### src/rtl/seg7_scan_ctrl.sv
// Multiplexed seven-segment scan controller: cycles through digits with a
// blank gap between them and swaps in newly loaded data only at frame start.
module seg7_scan_ctrl #(
    parameter int NUM_DIGITS = 4,
    parameter int SCAN_DIV   = 50000,
    parameter int BLANK_CYC  = 500
) (
    input  logic                    clk,
    input  logic                    rst_n,
    input  logic                    load,
    input  logic [4*NUM_DIGITS-1:0] bcd_data,
    input  logic                    lz_en,
    output logic [3:0]              bcd_out,
    output logic [NUM_DIGITS-1:0]   dig_en,
    output logic                    pending,
    output logic                    frame_done
);

    localparam int CNT_MAX = (SCAN_DIV > BLANK_CYC) ? SCAN_DIV : BLANK_CYC;
    localparam int CW      = (CNT_MAX > 1) ? $clog2(CNT_MAX) : 1;
    localparam int IW      = $clog2(NUM_DIGITS);

    localparam logic [CW-1:0] DISP_LAST  = CW'(SCAN_DIV - 1);
    localparam logic [CW-1:0] BLANK_LAST = CW'(BLANK_CYC - 1);
    localparam logic [IW-1:0] IDX_LAST   = IW'(NUM_DIGITS - 1);

    typedef enum logic {
        DISP,
        BLANK
    } state_t;

    state_t                  state, state_nxt;
    logic [CW-1:0]           cnt, cnt_nxt;
    logic [IW-1:0]           idx, idx_nxt;
    logic [4*NUM_DIGITS-1:0] active, active_nxt;
    logic [4*NUM_DIGITS-1:0] shadow, shadow_nxt;
    logic                    pending_nxt;
    logic                    commit;
    logic [NUM_DIGITS-1:0]   sup;
    logic                    all_zero;
    logic [3:0]              nib_sel;
    logic                    sup_sel;
    logic [NUM_DIGITS-1:0]   dig_en_nxt;
    logic [3:0]              bcd_nxt;

    always_ff @(posedge clk) begin
        if (!rst_n) begin
            state      <= BLANK;
            cnt        <= '0;
            idx        <= IDX_LAST;
            active     <= '0;
            shadow     <= '0;
            pending    <= 1'b0;
            dig_en     <= '0;
            bcd_out    <= 4'hF;
            frame_done <= 1'b0;
        end else begin
            state      <= state_nxt;
            cnt        <= cnt_nxt;
            idx        <= idx_nxt;
            active     <= active_nxt;
            shadow     <= shadow_nxt;
            pending    <= pending_nxt;
            dig_en     <= dig_en_nxt;
            bcd_out    <= bcd_nxt;
            frame_done <= commit;
        end
    end

    // Outputs are computed from next-state values so the registered outputs
    // always describe the state held in the same cycle.
    always_comb begin
        state_nxt = state;
        cnt_nxt   = cnt + CW'(1);
        idx_nxt   = idx;
        commit    = 1'b0;

        case (state)
            DISP: begin
                if (cnt == DISP_LAST) begin
                    state_nxt = BLANK;
                    cnt_nxt   = '0;
                end
            end
            BLANK: begin
                if (cnt == BLANK_LAST) begin
                    state_nxt = DISP;
                    cnt_nxt   = '0;
                    commit    = (idx == IDX_LAST);
                    idx_nxt   = (idx == IDX_LAST) ? '0 : idx + IW'(1);
                end
            end
            default: begin
                state_nxt = BLANK;
                cnt_nxt   = '0;
            end
        endcase

        shadow_nxt = load ? bcd_data : shadow;

        // A load landing on the commit edge bypasses the shadow entirely.
        active_nxt = active;
        if (commit) begin
            if (load) begin
                active_nxt = bcd_data;
            end else if (pending) begin
                active_nxt = shadow;
            end
        end

        pending_nxt = commit ? 1'b0 : (load ? 1'b1 : pending);

        sup      = '0;
        all_zero = 1'b1;
        for (int k = NUM_DIGITS - 1; k >= 0; k--) begin
            all_zero = all_zero & (active_nxt[4*k +: 4] == 4'h0);
            sup[k]   = all_zero;
        end

        nib_sel    = 4'hF;
        sup_sel    = 1'b0;
        dig_en_nxt = '0;
        for (int k = 0; k < NUM_DIGITS; k++) begin
            if (idx_nxt == IW'(k)) begin
                nib_sel       = active_nxt[4*k +: 4];
                sup_sel       = sup[k] && (k != 0);
                dig_en_nxt[k] = (state_nxt == DISP);
            end
        end

        bcd_nxt = 4'hF;
        if (state_nxt == DISP && !(lz_en && sup_sel)) begin
            bcd_nxt = nib_sel;
        end
    end

endmodule

### config.mk
export PLATFORM = sky130hd
export DESIGN_NAME = seg7_scan_ctrl
export DESIGN_NICKNAME = d
export VERILOG_FILES = /design/src/rtl/seg7_scan_ctrl.sv
export SDC_FILE = /design/constraint.sdc
export NUM_CORES = 1
export LEC_CHECK = 0
export ABC_CLOCK_PERIOD_IN_PS = 3000
export BUFFER_PORTS_ARGS = -buffer_cell sky130_fd_sc_hd__buf_2
export CAP_MARGIN = 20
export CORE_ASPECT_RATIO = 0.5
export CORE_UTILIZATION = 45
export DETAILED_ROUTE_END_ITERATION = 7
export HOLD_SLACK_MARGIN = 0.02
export PLACE_DENSITY = 0.63
export REMOVE_ABC_BUFFERS = 1
export SLEW_MARGIN = 20
export SYNTH_ARGS = -nofsm -noshare
export SYNTH_HDL_FRONTEND = slang
export SYNTH_SLANG_ARGS = --single-unit
### constraint.sdc
create_clock -name clk -period 3 [get_ports clk]
set_input_delay 0.3 -clock clk [delete_from_list [all_inputs] [get_ports clk]]
set_output_delay 0.3 -clock clk [all_outputs]
set_load 0.05 [all_outputs]
==> summary.txt <==
Worst setup path
  – Crit Path Max Fanout: 11
  – Capture point of the worst reg-to-reg path: bcd_out[3]
  – CP Capture Type: register
  – Critical path type: register to register
  – Critical R2R Launch: cnt[10]
  – CP max-delay cell: or4_4
  – CP required: 3.24 ns
  – Slowest stage delay, CP: 0.59 ns
  – Crit path cell chain: or4_4 > nor3_4 > nand2_1 > o32ai_1 > nor2_1 > nor4_4 > o211ai_2 > o2111ai_1
  – Register-to-Register Path Depth: 8
  – Critical path arrival: 3.03 ns
  – Worst R2R Setup Slack: 0.21 ns
  – CP delay by family, top: simple AND/OR/NAND/NOR gates
  – WP buf/inv: 0
  – Startpoint Class: register

Hold path
  – Hold Path End: shadow[14]
  – Worst hold path class: input pin to register
  – Worst hold stages: 3
  – Min-delay src: bcd_data[14]

STA
  – Max Clk Rate: 358 MHz
  – Worst slew margin: 59.9%
  – Min Clock Period, post-route: 2.79 ns
  – RSZ-0062 raised after global routing: no
  – Setup Viol. Count Final: 0
  – Setup TNS: 0 ns
  – Measured slew at the worst slew-check pin: 0.600 ns
  – Final worst slack: 0.206 ns
  – Final period util: 93.1%
  – Max-slew violations: 0
  – Final Hold Vio Count: 0
  – Clock skew: 0.00487 ns

Floorplanning
  – Initial Util: 46.9%
  – Core footprint: 6110 µm²
  – # IOs: 30
  – Total die area: 6700 µm²
  – Die H: 58.4 µm
  – Standard-cell rows: 20
  – Die Span X: 115 µm

Power and ir drop
  – Total Power: 1.90 mW
  – Pleak: 1.30 nW
  – Peak supply drop: 0.000348 V
  – Power per standard cell area: 564 nW/µm²

Yosys
  – Async SR Flop Fraction: 0%
  – Ys flop type: dfxtp_1
  – Post-synth top area cell: dfxtp_1
  – Syn avg cell area: 9.57 µm²
  – Synth warnings: 0
  – Post-synth EDFFs: 0
  – Synth Instances: 299
  – Sequential fraction of the synthesis area: 42.7%
  – Share of the synthesized area in the top cell type: 42.7%
  – Mapped Area: 2860 µm²
  – Synth unique cells: 57
  – Ranking of synthesized cells by area: dfxtp_1, mux2i_1, nor2_1
  – Seq cells post-synth: 61

Finish
  – Nets@finish: 352
  – Ant. Diodes: 0
  – Post-layout instance area: 3360 µm²
  – Proportion of layout cells with a drive suffix above 1: 21.6%
  – Most frequent cells in the layout: dfxtp_1, nor2_1, buf_2
  – Fillers: 578
  – Fin util: 55.1%
  – Register Area: 1220 µm²
  – Area Growth Syn to Fin: 17.5%
  – Most common cell after layout, fill and taps aside: dfxtp_1
  – Area of the multi-input gates: 1540 µm²

Clocking
  – Sink Count: 61
  – Root Driver: clkbuf_16
  – Clk Latency, worst-skew pair: 0.33 ns
  – Post_cts resized: 0
  – CTS Buf Count: 9
  – Clock transition at the registers of the reported paths: 0.05 ns
  – CTS tree: built
  – Clock buffer depth: 2
  – Cts hold-fix bufs: 0
  – Post-CTS Setup Bufs: 0
  – H-tree level count: 3

Place
  – Detailed Place HPWL: 4160 µm
  – Placed Area: 3080 µm²
  – Buffers on Ports: 29
  – Final Wtd Congestion: 0.788
  – Place WS: 0.253 ns

Detailed routing
  – Initial DRT Pass Iterations: 4
  – Detailed Route WL: 6080 µm
  – Wire per inst: 14.4 µm
  – Post-route DRC: 0
  – Post-DRT Antenna Nets: 0
  – Detailed Route Iter0 Violations: 84
  – Drt via density: 5.38
  – Vias: 2,272

GRT
  – GRT Total Usage: 20.5%
  – First-pass GRT wire length: 10,200 µm
  – Gr ovfl total: 0
  – Vias in the first global route: 2,162
  – Largest net degree at the start of global routing: 39
  – Initial antenna violation count: 0

Run
  – Max-Cap Viols: 0

Run status
  – Outcome: finished, final reports clean
through the flow:
stage	instances	hold slack, ns
2_1_floorplan	282	0.362
3_3_place_gp	407	0.431
3_5_place_dp	407	0.439
4_1_cts	422	0.238
5_1_grt	422	0.250
6_report	422	0.245
flip-flops by register name, summed over array words and instances, names as in the netlist:
register,flops
active,16
bcd_out,4
cnt,16
dig_en,4
frame_done,1
idx,2
pending,1
shadow,16
state,1
synthesized netlist by cell type, types with 5 or more instances:
cell type  count
o32ai_1       11
clkbuf_1       8
a31oi_1        5
xor2_1         8
o22ai_1       11
dfxtp_1       61
nor2_1        48
xnor2_1        6
nand2_1       15
mux2i_1       22
and2_1        15
nor2b_1       16
worst max path at each step:
| stage | from | endpoint | slack [ns] | cells after the start |
|---|---|---|---|---|
| 2_1_floorplan | cnt[10] | bcd_out[0] | -0.002 | 7 |
| 3_3_place_gp | cnt[0] | bcd_out[1] | 0.28 | 9 |
| 3_5_place_dp | cnt[10] | bcd_out[0] | 0.25 | 8 |
| 4_1_cts | cnt[10] | bcd_out[3] | 0.21 | 8 |
| 5_1_grt | cnt[0] | bcd_out[3] | 0.01 | 9 |
| 6_report | cnt[10] | bcd_out[3] | 0.21 | 8 |
logic make-up (layout without fill, tap and decap cells):
group / after synthesis / after routing / share of synthesized area, %
buf+inv: 20 / 55 / 3.67
xor+xnor: 14 / 14 / 4.28
fa+ha+maj: 2 / 2 / 0.874
compound gates: 48 / 48 / 13.4
flops: 61 / 61 / 42.7
simple gates: 132 / 132 / 27.4
mux: 22 / 22 / 7.69
layout make-up:
cell class / instances / share of cell area [%]
clock buffer: 14 / 8.15
inverter: 3 / 0.335
timing repair buffer: 37 / 6.10
multi-input combinational: 218 / 45.7
sequential: 61 / 36.3
clock inverter: 1 / 0.149
tap: 88 / 3.27
worst min-delay path: cells and delay by family:
| family | cells | cell delay, ns |
|---|---|---|
| AND/OR/NAND/NOR | 1 | 0.09 |
| buffers and inverters | 1 | 0.09 |
| multiplexers | 1 | 0.06 |
per-layer routing:
| metal | wire length (µm) | vias up | global-route usage (%) |
|---|---|---|---|
| li1 | - | 1128 | - |
| met1 | 2970 | 1086 | 25.1 |
| met2 | 2730 | 46 | 32.7 |
| met3 | 286 | 12 | 8.03 |
| met4 | 98 | 0 | 8.91 |
| met5 | 0 | - | 0 |
where the power goes:
part / switching (mW) / internal, mW / leakage, nW
Sequential: 0.0106 / 0.829 / 0.496
Combinational: 0.0568 / 0.0429 / 0.667
Clock: 0.338 / 0.619 / 0.139
Total: 0.405 / 1.49 / 1.30
(Power assumes the default switching activity.)
